**src/rtl/mux_bit_packer_if.sv**
```systemverilog
// Bundle of the bit-source and word-sink signals of the bit packer.
// The master modport is the surrounding system; the slave modport is the packer.
interface mux_bit_packer_if #(
    parameter int WIDTH = 8,
    parameter int CNT_W = 16
);
    logic                         bit_valid;
    logic                         bit_in;
    logic                         bit_ready;
    logic                         flush;
    logic                         word_valid;
    logic                         word_ready;
    logic [WIDTH-1:0]             word_data;
    logic [$clog2(WIDTH+1)-1:0]   word_bits;
    logic [CNT_W-1:0]             words_out;

    modport master (
        output bit_valid, bit_in, flush, word_ready,
        input  bit_ready, word_valid, word_data, word_bits, words_out
    );

    modport slave (
        input  bit_valid, bit_in, flush, word_ready,
        output bit_ready, word_valid, word_data, word_bits, words_out
    );
endinterface

```
**src/rtl/mux_bit_packer.sv**
```systemverilog
// Packs one Z bit per accepted cycle into WIDTH-bit words with flush support,
// holding a completed word (and stalling the bit source) while the output register is busy.
module mux_bit_packer #(
    parameter int WIDTH     = 8,
    parameter bit LSB_FIRST = 1'b1,
    parameter int CNT_W     = 16
) (
    input  logic             clk,
    input  logic             rst,
    mux_bit_packer_if.slave  bus
);
    localparam int BW = $clog2(WIDTH + 1);

    typedef enum logic [0:0] {
        FILL = 1'b0,
        HOLD = 1'b1
    } state_t;

    state_t           state_q, state_d;
    logic [WIDTH-1:0] acc_q, acc_d, acc_upd_s;
    logic [BW-1:0]    cnt_q, cnt_d, cnt_upd_s, pos_s;
    logic [WIDTH-1:0] data_q, data_d, load_data_s;
    logic [BW-1:0]    bits_q, bits_d, load_bits_s;
    logic             valid_q, valid_d;
    logic [CNT_W-1:0] words_q, words_d;
    logic             accept_s, out_free_s, handoff_s, complete_s, load_s;

    assign bus.bit_ready  = (state_q == FILL);
    assign bus.word_valid = valid_q;
    assign bus.word_data  = data_q;
    assign bus.word_bits  = bits_q;
    assign bus.words_out  = words_q;

    assign accept_s   = bus.bit_valid && (state_q == FILL);
    assign out_free_s = !valid_q || bus.word_ready;
    assign handoff_s  = valid_q && bus.word_ready;
    assign pos_s      = LSB_FIRST ? cnt_q : (BW'(WIDTH - 1) - cnt_q);
    assign cnt_upd_s  = cnt_q + {{(BW-1){1'b0}}, accept_s};

    // Accumulator with the current bit merged in; flush counts a same-cycle bit
    always_comb begin
        acc_upd_s = acc_q;
        for (int i = 0; i < WIDTH; i++) begin
            if (accept_s && (BW'(i) == pos_s)) begin
                acc_upd_s[i] = bus.bit_in;
            end else begin
                acc_upd_s[i] = acc_q[i];
            end
        end
        complete_s = (state_q == FILL) &&
                     ((accept_s && (cnt_upd_s == BW'(WIDTH))) ||
                      (bus.flush && (cnt_upd_s != {BW{1'b0}})));
    end

    // Next-state logic; HOLD keeps the finished word in acc_q/cnt_q until out_free
    always_comb begin
        state_d     = state_q;
        acc_d       = acc_q;
        cnt_d       = cnt_q;
        load_s      = 1'b0;
        load_data_s = acc_q;
        load_bits_s = cnt_q;
        case (state_q)
            FILL: begin
                load_data_s = acc_upd_s;
                load_bits_s = cnt_upd_s;
                if (complete_s && out_free_s) begin
                    load_s = 1'b1;
                    acc_d  = {WIDTH{1'b0}};
                    cnt_d  = {BW{1'b0}};
                end else if (complete_s) begin
                    state_d = HOLD;
                    acc_d   = acc_upd_s;
                    cnt_d   = cnt_upd_s;
                end else begin
                    acc_d = acc_upd_s;
                    cnt_d = cnt_upd_s;
                end
            end
            HOLD: begin
                if (out_free_s) begin
                    load_s  = 1'b1;
                    state_d = FILL;
                    acc_d   = {WIDTH{1'b0}};
                    cnt_d   = {BW{1'b0}};
                end else begin
                    state_d = HOLD;
                end
            end
            default: begin
                state_d = FILL;
                acc_d   = {WIDTH{1'b0}};
                cnt_d   = {BW{1'b0}};
            end
        endcase
    end

    // Output register: a load replaces the current word with no bubble
    always_comb begin
        valid_d = valid_q;
        data_d  = data_q;
        bits_d  = bits_q;
        if (load_s) begin
            valid_d = 1'b1;
            data_d  = load_data_s;
            bits_d  = load_bits_s;
        end else if (handoff_s) begin
            valid_d = 1'b0;
        end else begin
            valid_d = valid_q;
        end
        words_d = words_q + {{(CNT_W-1){1'b0}}, handoff_s};
    end

    // State and datapath registers
    always_ff @(posedge clk or posedge rst) begin
        if (rst) begin
            state_q <= FILL;
            acc_q   <= {WIDTH{1'b0}};
            cnt_q   <= {BW{1'b0}};
            valid_q <= 1'b0;
            data_q  <= {WIDTH{1'b0}};
            bits_q  <= {BW{1'b0}};
            words_q <= {CNT_W{1'b0}};
        end else begin
            state_q <= state_d;
            acc_q   <= acc_d;
            cnt_q   <= cnt_d;
            valid_q <= valid_d;
            data_q  <= data_d;
            bits_q  <= bits_d;
            words_q <= words_d;
        end
    end
endmodule

```
**src/flat_wrapper.sv**
```systemverilog
// flat-port wrapper written by rule: the top's interface ports become plain ports
module mux_bit_packer_flat 
#(
    parameter int WIDTH     = 8,
    parameter bit LSB_FIRST = 1'b1,
    parameter int CNT_W     = 16
)
  (clk, rst, bus_bit_valid, bus_bit_in, bus_flush, bus_word_ready, bus_bit_ready, bus_word_valid, bus_word_data, bus_word_bits, bus_words_out);
  mux_bit_packer_if #(.WIDTH(WIDTH), .CNT_W(CNT_W)) bus_i ();
  input  logic clk;
  input  logic rst;
  input wire logic [$bits(bus_i.bit_valid)-1:0] bus_bit_valid;
  input wire logic [$bits(bus_i.bit_in)-1:0] bus_bit_in;
  input wire logic [$bits(bus_i.flush)-1:0] bus_flush;
  input wire logic [$bits(bus_i.word_ready)-1:0] bus_word_ready;
  output wire logic [$bits(bus_i.bit_ready)-1:0] bus_bit_ready;
  output wire logic [$bits(bus_i.word_valid)-1:0] bus_word_valid;
  output wire logic [$bits(bus_i.word_data)-1:0] bus_word_data;
  output wire logic [$bits(bus_i.word_bits)-1:0] bus_word_bits;
  output wire logic [$bits(bus_i.words_out)-1:0] bus_words_out;
  assign bus_i.bit_valid = bus_bit_valid;
  assign bus_i.bit_in = bus_bit_in;
  assign bus_i.flush = bus_flush;
  assign bus_i.word_ready = bus_word_ready;
  assign bus_bit_ready = bus_i.bit_ready;
  assign bus_word_valid = bus_i.word_valid;
  assign bus_word_data = bus_i.word_data;
  assign bus_word_bits = bus_i.word_bits;
  assign bus_words_out = bus_i.words_out;
  mux_bit_packer #(.WIDTH(WIDTH), .LSB_FIRST(LSB_FIRST), .CNT_W(CNT_W)) u_core (.clk(clk), .rst(rst), .bus(bus_i));
endmodule
```
**config.mk**
```make
export PLATFORM = sky130hd
export DESIGN_NAME = mux_bit_packer_flat
export DESIGN_NICKNAME = d
export VERILOG_FILES = /design/src/rtl/mux_bit_packer_if.sv /design/src/rtl/mux_bit_packer.sv /design/src/flat_wrapper.sv
export SDC_FILE = /design/constraint.sdc
export NUM_CORES = 1
export LEC_CHECK = 0
export BUFFER_PORTS_ARGS = -buffer_cell sky130_fd_sc_hd__buf_4
export CAP_MARGIN = 20
export CORE_AREA = 3 3 69 71
export CTS_CLUSTER_DIAMETER = 40
export CTS_CLUSTER_SIZE = 24
export DETAILED_ROUTE_END_ITERATION = 6
export DIE_AREA = 0 0 72 74
export PLACE_DENSITY = 0.81
export SLEW_MARGIN = 5
export SYNTH_ARGS = -nofsm -noshare
export SYNTH_HDL_FRONTEND = slang
export SYNTH_SLANG_ARGS = --single-unit
```
**constraint.sdc**
```tcl
create_clock -name clk -period 3.3 [get_ports clk]
set_input_delay 0.33 -clock clk [delete_from_list [all_inputs] [get_ports clk]]
set_output_delay 0.33 -clock clk [all_outputs]
set_load 0.005 [all_outputs]
```
==> results.txt, run 1 <==
The run finished with clean final reports. The floorplan step defined a die boundary enclosing 5330 um2. The placed cell count is 269. After clock tree synthesis, the repair step resized 0 gates.

The number of synthesis warnings is 0. The wire length of the first global-routing pass came out at approximately 7 mm. The cell area that synthesis handed to floorplanning was 2080 um2. The delay contributed by the slowest stage of the critical path is 630 ps. The later pin in the worst-skew pair is clocked with a latency of 280 ps. The static power due to leakage came out at 1.24 nW.

The synthesized-area fraction occupied by and/or/nand/nor cells came out at 0.177. In this run the count of I/O pins placed on the die edge is 36. The number of rows in the core area came out at 24.

The critical path ends at u_core.bus.word_data[4]. The mean post-synth cell area came out at 11.2 um2. Setup repair after global routing left no endpoint under its margin.

The synthesized netlist contains 38 unique library cells. The largest clock skew in the final design is 3.78 ps. At the pin with the least slew margin, the transition time is a little over 800 ps.

The type of the tightest min-delay check is primary input to asynchronous set/reset pin. The synthesis-to-layout area growth is 18.9%. Counting flops and latches in the post-synthesis netlist gives 42. The detailed placement HPWL is 2.92 mm. The startpoint identified for the worst register-to-register timing path is u_core.state_q.

The period utilization is 0.831. The overall die height came out at 74 um. The cts-stage hold buffer count is 0.

The number of maximum-capacitance violations is 0. The worst register-to-register path has a depth of 8. The internal reg-to-reg setup slack is approximately 560 ps.

The detailed-route wire length came out at 3.97 mm. The synthesized netlist cell count came out at between 150 and 200. By area, the combinational part of the netlist is dominated by simple AND/OR/NAND/NOR gates. Of the total synthesized cell area, the portion taken by XOR and XNOR cells is 0.0789. On the critical path, the stage with the largest delay is an instance of dfrtp_1. By instance count, the cell type seen most on the critical path is ha_1. The maximum number of pins on one net before global-route repair is 24. The timing-limited maximum frequency is 0.365 GHz. The via count of the first global-routing pass came out at 1502.

The number of buffers created by CTS came out at 5. The biggest area contributor in the post-synthesis netlist is dfrtp_1. The area taken by flip-flops and latches is 1050 um2.

The headroom to the max-slew limit is 0.446. The number of nets in the finished design is 234. After clock tree synthesis, the setup repair step added 0 buffers. STA classifies the critical path startpoint as a flip-flop. The area of combinational cells with multiple inputs is 966 um2.

The post-CTS clock slew at the launch and capture registers of the worst setup and hold paths is roughly 80 ps. The number of antenna violations at the first check in global routing is 0. The number of flops mapped to enable cells by yosys is 0. In this run the number of H-tree levels came out at 2. The number of endpoints with negative hold slack in the final report came out at 0.

The most critical setup path has its startpoint at u_core.state_q. The total number of clock tree sinks came out at 42. Adding up every negative setup slack in the final design gives 0 ps. The number of buffers between clock root and the deepest sink is 2. The final antenna-violating net count is 0. The count of vias placed by the detailed router is 1539. The count of pins over their slew limit is 0. The post-synth net total came out at 195. The number of inserted filler cells in the final layout came out at 359. The share of cell area taken by muxes after synthesis is 0.0705.

The share of synthesized registers carrying an async set or reset came out at 1.00. The worst setup path is of the flip-flop to flip-flop kind. The first routing iteration left 53 violations.

In the final layout, the share of cells above drive strength 1 is 0.249. The most common flop cell mapped by yosys is dfrtp_1. Walking the worst path, the cells encountered are nor2b_1 > ha_1 > ha_1 > nor2_1 > a211oi_1 > a211oi_2 > buf_4 > mux2_2.

The region available for standard cell placement spans 4290 um2. The smallest clock period supported by the final layout is computed as ~2700 ps. The die boundary width came out at 72 um. The master cell of the clock root buffer is clkbuf_8.

The TritonCTS clock tree is yes. The power per unit of standard cell area is just over 700 nW/um2. The maximum fanout encountered on the critical timing path is 20.

The worst register-to-register path ends at u_core.bus.word_data[4]. The initial utilization of the core area, before any placement, comes to 0.484. The data arrival time of the critical path came out at 2920 ps.

The number of non-filler instances in the completed layout is ~280. The number of buffer cells added on primary ports is 35. The global-route total usage across every layer is 0.168.

The fraction of synthesized cell area taken by the top area cell type came out at 0.506. The number of detailed-routing iterations run before antenna repair is 4. The total setup violations reported at the end of the flow came out at 0.

Data on the critical path is required at its endpoint by 3480 ps. The count of antenna diodes in the layout is 0. The worst IR drop on VDD came out at 0.366 mV. The adder and majority cell fraction of the synthesized area came out at 0.0241. The overall overflow remaining after global route is 0. The post-detailed-route wirelength per cell is 14.3 um. The congestion estimate from routability-driven global placement came to 0.823. Dividing the detail-routed via count by the number of cells gives 5.56. The area fraction in compound gates after synthesis is 0.114.

The kind of end point of the critical path is a flip-flop. For this run, the register share of the synthesized area comes to 0.506. By area the synthesized netlist is led by dfrtp_1 (51%), mux2_1 (5.4%), nand2_1 (4.9%).

The number of design rule violations left after detail routing is 0.
[metal layers]
layer  GRT usage  wire, um  vias up
met4      0.0647        53        0
li1            -         -      737
met3      0.0392       184        6
met1       0.222      1900      756
met2       0.271      1830       40
met5           0         0        -
[worst min path at each step]
stage	to	slack, ps	cells past startpoint
CTS	u_core.bus.words_out[11]	250	2
detailed placement	u_core.bus.words_out[15]	470	1
global placement	u_core.bus.words_out[15]	460	1
global route	u_core.bus.words_out[11]	300	2
floorplan	u_core.bus.words_out[15]	460	1
finish	u_core.bus.words_out[11]	210	2
[cell type report]
| cell class | count | share of cell area |
|---|---|---|
| clock buffers | 7 | 0.0350 |
| clock inverters | 1 | 0.00203 |
| inverters | 5 | 0.00760 |
| multi-input cells | 133 | 0.391 |
| flip-flops and latches | 42 | 0.426 |
| well taps | 52 | 0.0263 |
| repair buffers | 37 | 0.112 |
[state kept, by name, summed over array words and instances (netlist names)]
register / cells
u_core.acc_q: 8
u_core.bus.word_bits: 4
u_core.bus.word_data: 8
u_core.bus.word_valid: 1
u_core.bus.words_out: 16
u_core.cnt_q: 4
u_core.state_q: 1
[synthesized netlist by cell type (3+ instances only)]
| master | instances |
|---|---|
| and3_1 | 4 |
| ha_1 | 4 |
| nand2_1 | 27 |
| xor2_1 | 7 |
| mux2_2 | 3 |
| dfrtp_1 | 42 |
| nor2_1 | 10 |
| a21bo_1 | 4 |
| o22ai_1 | 9 |
| nor2b_1 | 4 |
| nand3_1 | 13 |
| nand4_1 | 3 |
| xnor2_1 | 8 |
| mux2_1 | 10 |
| inv_1 | 5 |
[cells in the final DEF, fill, tap and decap left out, types with 3 or more instances in the layout]
cell,n
nand2_1,27
xor2_1,7
nor2b_1,4
nand4_1,3
buf_4,37
dfrtp_1,42
inv_1,5
a21bo_1,4
nor2_1,10
clkbuf_8,6
nand3_1,13
xnor2_1,8
and3_1,4
o22ai_1,9
mux2_1,10
mux2_2,3
ha_1,4
[through the flow]
step / setup slack, ps / total power, mW / hold WS [ps] / area (um2) / utilization
after floorplan: 749 / 1.21 / 465 / 2080 / -
after global placement: 682 / 1.42 / 457 / 2380 / 0.554
after detailed placement: 595 / 1.45 / 471 / 2380 / 0.554
after CTS: 581 / 1.79 / 248 / 2470 / 0.575
after global routing: 345 / 1.90 / 297 / 2470 / 0.575
final: 557 / 1.77 / 210 / 2470 / 0.575
[cell families (layout without fill, tap and decap cells)]
kind of cell / count (synthesis) / after routing
AO/OA/AOI/OAI: 28 / 28
XOR/XNOR: 17 / 17
adder cells (fa/ha/maj): 4 / 4
buffers and inverters: 10 / 50
flip-flops: 42 / 42
multiplexers: 13 / 13
AND/OR/NAND/NOR: 71 / 71
[power breakdown]
part | total [mW] | internal (mW) | switching (mW)
clock | 0.333 | 0.169 | 0.164
sequential | 0.760 | 0.630 | 0.130
combinational | 0.675 | 0.332 | 0.343
[critical path: cells and delay by family, from the launching register on]
kind                       cells  cell delay [ps]
and+or+nand+nor                2              470
buffers and inverters          1              290
adders and majority gates      2              510
DFF                            1              630
muxes                          1              370
AOI/OAI and AO/OA              2              370
Note: power is estimated with default switching activity, not from simulation.
==> run 2: changes to the inputs <==
--- a/config.mk
+++ b/config.mk
@@ -12,7 +12,7 @@
 export CTS_CLUSTER_SIZE = 24
 export DETAILED_ROUTE_END_ITERATION = 6
 export DIE_AREA = 0 0 72 74
-export PLACE_DENSITY = 0.81
+export PLACE_DENSITY = 0.84
 export SLEW_MARGIN = 5
 export SYNTH_ARGS = -nofsm -noshare
 export SYNTH_HDL_FRONTEND = slang
==> constraint.sdc (replaced) <==
create_clock -name clk -period 2.4 [get_ports clk]
set_input_delay 0.24 -clock clk [delete_from_list [all_inputs] [get_ports clk]]
set_output_delay 0.24 -clock clk [all_outputs]
set_load 0.005 [all_outputs]
==> run 2 against run 1 <==
Routed wire length increased by 9.0%. Global-route usage increased by 0.45 points. Critical path type unchanged. Clock skew increased by 0.60 ps.
==> results.txt, run 2 (synthesis results as in run 1) <==
TritonCTS built the clock tree. The fraction of layout instances using a drive strength above 1 is 0.291 (+0.0417). The worst setup path is of the flip-flop to flip-flop kind. The die boundary width came out at 72 um (unchanged). The area of the die is 5330 um2 (unchanged). The switching power total came out at 0.958 mW (+50%). The global-route total usage across every layer came to 0.173 (+0.00449). The flip-flop count of the largest register after layout was 16 (unchanged). The cell area after layout is 2580 um2 (+4.4%). The total setup violations reported at the end of the flow came out at 0 (unchanged).

The number of endpoints with negative hold slack in the final report came out at 0 (unchanged). The initial standard-cell utilization of the core is 0.484 (unchanged). The cts-stage hold buffer count is 0 (unchanged). The total number of clock tree sinks came out at 42 (unchanged). The placed cell count came out at 274 (+1.9%). The internal power summed over all cells came out at 1.77 mW (+57%). The source-to-sink clock delay at the later pin of the worst-skew pair came to 290 ps (about the same). The number of maximum-capacitance violations is 0 (unchanged). The number of buffers between clock root and the deepest sink is 2 (unchanged).

The final RePlAce weighted congestion is 0.803 (-2.3%). The per-cell via count in the routed design was 5.46 (-1.7%). The minimum clock period is 2240 ps (-503 ps).

The buffering stage count on the worst path with inverters included came out at 1 (unchanged). The overall power consumption is 2.73 mW (+54%). The library cell used most frequently in the layout, excluding fill and tap cells, is buf_4. The headroom to the max-slew limit is 0.652 (+0.206). In the layout the commonest cells are buf_4 (45), dfrtp_1 (42), nand2_1 (27). The number of design rule violations left after detail routing is 0 (unchanged). CTS placed an instance of clkbuf_8 at the clock tree root. The worst hold slack across all endpoints came to 81.7 ps (-128 ps). The number of rows in the core area came out at 24 (unchanged).

The I/O pin total came out at 36 (unchanged). The synthesis-to-layout area growth is 24.2%. The combinational share of power came out at 0.433 (+0.051).

Setup repair after global routing left no endpoint under its margin. The placement-stage worst setup slack is 15.7 ps (-580 ps). STA classifies the critical path startpoint as a flip-flop. The post-CTS clock slew at the launch and capture registers of the worst setup and hold paths is 80 ps (about the same). The cell area reported after detailed placement is 2420 um2 (+1.7%). The overall overflow remaining after global route is 0 (unchanged).

The sequential share of power is 0.366 (-0.064). The maximum number of pins on one net before global-route repair came to 43 (+79%). The delay contributed by the slowest stage of the critical path came out at 390 ps (-240 ps). The maximum fanout encountered on the critical timing path came to 7 (-65%). The internal reg-to-reg setup slack came to 160 ps (-400 ps).

The largest clock skew in the final design is 4.38 ps (+0.600 ps). The setup TNS after final layout came out at 0 ps (unchanged). The power per unit of standard cell area is 1060 nW/um2 (+48%).

The worst IR drop on VDD is 0.616 mV (+68%). The timing-limited maximum frequency came to 0.446 GHz (+22%). The path class of the tightest hold or removal check is primary input to asynchronous set/reset pin.

The number of non-filler instances in the completed layout came out at 286 (+3.2%). Counting stages on the worst path, the most repeated cell is ha_2. In this run the critical register-to-register path is captured at u_core.bus.word_bits[2]. The wire length of the first global-routing pass came out at 7.18 mm (+3.5%).

The via count of the first global-routing pass came out at 1540 (+2.5%). The data arrival time of the critical path is 2420 ps (-500 ps). The number of nets in the finished design came out at 243 (+3.8%). The count of antenna diodes in the layout came out at 0 (unchanged).

The number of buffer cells added on primary ports came to 35 (unchanged). The share of the core filled with cells in the final layout is 0.601 (+0.0253). The switching share of power came out at 0.351 (-0.00936). The period utilization is 0.933 (+0.102). The count of pins over their slew limit came to 0 (unchanged). The final antenna-violating net count came to 0 (unchanged). The post-detailed-route wirelength per cell came out at 15.1 um (+5.6%). The slowest stage of the critical path belongs to the cell dfrtp_1. In this run the critical register-to-register path is launched from u_core.state_q.

The slew of the pin with the lowest slew margin came to 522 ps (-308 ps). The number of detailed-routing iterations run before antenna repair came out at 4 (unchanged). The violation count after the first detailed-routing iteration is 36 (-32%). The number of levels the H-tree was split into came out at 2 (unchanged).

Walking the worst path, the cells encountered are nor2b_2 > ha_2 > ha_2 > xnor2_2 > and3_1 > a211oi_4 > buf_4 > mux2_1. The worst setup path is captured at a flip-flop. The number of inserted filler cells in the final layout came to 360 (+0.28%). The overall die height came to 74 um (unchanged). The static power due to leakage is 1.29 nW (+4.0%). The number of buffers created by CTS came out at 5 (unchanged). The flow ran to the end, and the final reports show no timing, DRC or antenna violations. The detailed-route wire length came to 4.33 mm (+9.0%). The detailed placement HPWL is 2.94 mm (+0.92%). The number of antenna violations at the first check in global routing is 0 (unchanged). The critical path's top delay family is adder cells. The count of vias placed by the detailed router came out at 1562 (+1.5%). The placeable core area is 4290 um2 (unchanged). The number of cell instances on the worst register-to-register path came out at 8 (unchanged). The setup slack of the critical path after layout came out at 160 ps (-397 ps). The required time reported for the critical path endpoint came out at 2580 ps (-900 ps).

The relative contribution of the clock network to total power is 0.200 (+0.012).
==> run 2: how the worst max path moves through the flow <==
| stage | from | to | slack, ps | cells after the start |
|---|---|---|---|---|
| floorplan | u_core.state_q | u_core.bus.word_data[4] | 20 | 9 |
| global placement | bus_bit_valid | u_core.bus.word_data[5] | 70 | 9 |
| detailed placement | bus_bit_valid | u_core.bus.word_data[5] | 20 | 9 |
| CTS | u_core.state_q | u_core.bus.word_data[4] | 40 | 8 |
| global route | u_core.state_q | u_core.bus.word_data[4] | 10 | 8 |
| finish | u_core.state_q | u_core.bus.word_bits[2] | 160 | 8 |
==> run 2: power by group through the flow <==
stage          Clock (mW)  Sequential (mW)  Combinational (mW)
2_1_floorplan           0             1.01               0.673
3_3_place_gp            0             1.00                1.01
5_1_grt             0.584             1.03                1.29
6_report            0.547             1.00                1.18
4_1_cts             0.564            0.999                1.05
3_5_place_dp            0             1.01                1.04
==> run 2: cell type report <==
| cell class | instances | area [um2] | area share |
|---|---|---|---|
| multi-input combinational | 133 | 988 | 0.383 |
| inverter | 5 | 18.8 | 0.00728 |
| clock inverter | 1 | 30.0 | 0.0116 |
| timing repair buffer | 46 | 349 | 0.135 |
| tap | 52 | 65.1 | 0.0252 |
| clock buffer | 7 | 76.3 | 0.0296 |
| sequential | 42 | 1050 | 0.408 |
==> run 2: timing repair <==
item | in CTS | in global routing
setup buffers | 0 | 3
hold endpoints to repair | 0 | 0
endpoints found under the setup margin | 0 | 16
gates resized for setup | 0 | 8
==> run 2: tightest hold or removal path: stages <==
cell and delay, ps:
buf_4 100, inv_1 40, buf_4 440
==> run 2: routing by layer <==
metal  vias up  routed length (um)  global-route usage
li1        743                   -                   -
met1       763                1920               0.231
met2        51                2120               0.276
met3         5                 260              0.0378
met4         0                  31              0.0689
met5         -                   0                   0
==> run 3: changes to the inputs <==
--- a/config.mk
+++ b/config.mk
@@ -13,6 +13,8 @@
 export DETAILED_ROUTE_END_ITERATION = 6
 export DIE_AREA = 0 0 72 74
 export PLACE_DENSITY = 0.84
+export RECOVER_POWER = 50
+export SETUP_SLACK_MARGIN = 0.3
 export SLEW_MARGIN = 5
 export SYNTH_ARGS = -nofsm -noshare
 export SYNTH_HDL_FRONTEND = slang
==> run 3 against run 2 <==
Critical path depth unchanged. Maximum frequency up 5.9%. Combinational power up 16%. Final area up 5.3%. Routed wire length down 3.0%. Flip-flop and latch count unchanged. Count of clock-buffer cells in the layout down 2. Die area unchanged. Critical path type unchanged. Largest power group unchanged.
==> results.txt, run 3 (synthesis results as in run 1) <==
The cell area reported after detailed placement came to 2440 um2 (+0.88%). The number of antenna violations at the first check in global routing came out at 0 (unchanged). The headroom to the max-slew limit is 0.333 (-0.319). The endpoint of the worst setup timing path is u_core.bus.word_data[3]. The master cell of the clock root buffer is clkbuf_8.

The slowest stage of the critical path belongs to the cell dfrtp_1. The source-to-sink clock delay at the later pin of the worst-skew pair is 290 ps (about the same). The overall power consumption came out at 2.94 mW (+7.7%).

The switching power total came out at 1.00 mW (+4.6%). The flow ran to the end, and the final reports show no timing, DRC or antenna violations. The post-detailed-route wirelength per cell is 14.4 um (-5.0%). The worst hold slack across all endpoints is 260 ps (+178 ps). The internal power summed over all cells is 1.94 mW (+9.4%). The worst setup path is launched from a flip-flop.

The sequential share of power is 0.347 (-0.019). The number of nets in the finished design came to 249 (+2.5%). The overall die height was 74 um (unchanged).

The critical path's top delay family is adder cells. The count of antenna diodes in the layout is 0 (unchanged). The minimum clock period is 2120 ps (-125 ps). The worst register-to-register path begins at u_core.state_q.

The combinational share of power is 0.465 (+0.032). The maximum number of pins on one net before global-route repair is 43 (unchanged). The top cell types in the final layout, fill and taps aside, are dfrtp_1 (41), buf_4 (32), nand2_1 (27).

The die boundary width is 72 um (unchanged). The number of inserted filler cells in the final layout came out at 340 (-5.6%). The count of vias placed by the detailed router came out at 1552 (-0.64%).

The overall overflow remaining after global route is 0 (unchanged). The total setup violations reported at the end of the flow is 0 (unchanged). The placement-stage worst setup slack is 252 ps (+236 ps). The via count of the first global-routing pass is 1571 (+2.0%). The area of combinational cells with multiple inputs was 1080 um2 (+9.1%). The number of detailed-routing iterations run before antenna repair came out at 4 (unchanged).

The period utilization came out at 0.881 (-0.0521). The flip-flop count of the largest register after layout is 16 (unchanged). The detailed-route wire length came out at 4.20 mm (-3.0%). The static power due to leakage is 1.33 nW (+3.2%). The number of endpoints with negative hold slack in the final report came out at 0 (unchanged).

The number of rows in the core area is 24 (unchanged). Setup repair after global routing could not meet its margin everywhere. The maximum fanout encountered on the critical timing path came to 8 (+1). The setup slack of the critical path after layout is 285 ps (+125 ps). The number of maximum-capacitance violations is 0 (unchanged). The I/O pin total is 36 (unchanged).

The depth of the critical timing path with buffers and inverters included is 8 (unchanged). The number of levels the H-tree was split into came out at 2 (unchanged). The cell area after layout came out at 2720 um2 (+5.3%). The slew of the pin with the lowest slew margin is 1000 ps (+479 ps). The initial standard-cell utilization of the core is 0.484 (unchanged). The global-route total usage across every layer was 0.176 (+0.00317). The area of the die came out at 5330 um2 (unchanged). The final antenna-violating net count came out at 0 (unchanged).

The buffering stage count on the worst path with inverters included came out at 1 (unchanged). The data arrival time of the critical path is 2300 ps (-120 ps). The fraction of layout instances using a drive strength above 1 is 0.358 (+0.0677). The final RePlAce weighted congestion is 0.815 (+1.4%).

The total number of clock tree sinks is 42 (unchanged). The violation count after the first detailed-routing iteration is 52 (+44%). The setup TNS after final layout came to 0 ps (unchanged).

The delay contributed by the slowest stage of the critical path came out at 400 ps (about the same). The setup path with the least slack is of type flip-flop to flip-flop. The area taken by flip-flops and latches came out at 1050 um2 (+0.12%). The relative contribution of the clock network to total power is 0.188 (-0.012).

The switching share of power came out at 0.340 (-0.0103). The number of design rule violations left after detail routing is 0 (unchanged). The cts-stage hold buffer count came out at 0 (unchanged). The internal reg-to-reg setup slack came to 280 ps (+130 ps). The power per unit of standard cell area came to 1080 nW/um2 (+2.3%). The count of pins over their slew limit is 0 (unchanged). The library cell used most frequently in the layout, excluding fill and tap cells, is dfrtp_1. The wire length of the first global-routing pass came out at 7.25 mm (+1.0%). The post-CTS clock slew at the launch and capture registers of the worst setup and hold paths came out at 80 ps (about the same). The placeable core area is 4290 um2 (unchanged). The required time reported for the critical path endpoint came out at 2580 ps (about the same). The detailed placement HPWL is 2.87 mm (-2.4%). The path class of the tightest hold or removal check is primary input to asynchronous set/reset pin. The synthesis-to-layout area growth is 30.8%.

Traced cell by cell, the critical path runs through nor2b_1 > ha_2 > ha_4 > nor2_4 > a211oi_2 > a211oi_4 > buf_6 > mux2_4. The number of buffers created by CTS is 5 (unchanged). The worst register-to-register path ends at u_core.bus.word_data[3]. The worst IR drop on VDD came out at 0.733 mV (+19%). The number of buffers between clock root and the deepest sink came to 2 (unchanged). The number of cell instances on the worst register-to-register path came to 8 (unchanged). TritonCTS built the clock tree. The number of buffer cells added on primary ports came out at 35 (unchanged). The worst setup path startpoint is u_core.state_q. The largest clock skew in the final design came to 4.86 ps (+0.476 ps). The worst setup path is captured at a flip-flop. The per-cell via count in the routed design is 5.32 (-2.7%). The timing-limited maximum frequency came out at 0.473 GHz (+5.9%).
==> run 3: layer usage <==
layer | part of all wire | vias up | track usage | wire length (um)
met3 | 0.055 | 11 | 0.0554 | 231
met5 | 0 | - | 0 | 0
li1 | - | 759 | - | -
met1 | 0.43 | 738 | 0.213 | 1820
met2 | 0.50 | 44 | 0.296 | 2080
met4 | 0.015 | 0 | 0.0647 | 63
==> run 3: power by group through the flow <==
stage               registers [mW]  clock network, mW  logic, mW
floorplan                     1.01                  0      0.754
global placement              1.03                  0       1.03
detailed placement            1.04                  0       1.05
CTS                           1.02              0.573       1.34
global route                  1.05              0.604       1.49
finish                        1.02              0.553       1.37
==> run 3: how the worst min path moves through the flow <==
| stage | startpoint | cells past startpoint | endpoint |
|---|---|---|---|
| after floorplan | bus_bit_in | 2 | u_core.acc_q[0] |
| after detailed placement | rst | 3 | u_core.bus.words_out[11] |
| after global placement | rst | 3 | u_core.bus.words_out[15] |
| after CTS | rst | 3 | u_core.bus.words_out[12] |
| final | rst | 3 | u_core.bus.words_out[12] |
| after global routing | bus_bit_in | 3 | u_core.acc_q[1] |
==> run 3: stage by stage <==
step	cells	utilization
4_1_cts	290	0.627
3_5_place_dp	271	0.568
6_report	292	0.633
5_1_grt	292	0.633
2_1_floorplan	185	-
3_3_place_gp	271	0.568
==> run 3: layout make-up <==
cell class | instances | area share
Multi-Input combinational cell | 133 | 0.397
Sequential cell | 42 | 0.387
Timing Repair Buffer | 52 | 0.143
Clock buffer | 5 | 0.0253
Tap cell | 52 | 0.0240
Clock inverter | 3 | 0.0161
Inverter | 5 | 0.00691
==> run 3: worst min-delay path, delay by kind of cell <==
kind | cells | cell delay, ps
buffers and inverters | 3 | 900
==> run 3: repair_timing <==
item,CTS,global route
endpoints found under the setup margin,15,22
gates cloned,1,0
gates resized for setup,16,3
pin swaps,6,6
setup buffers,10,2
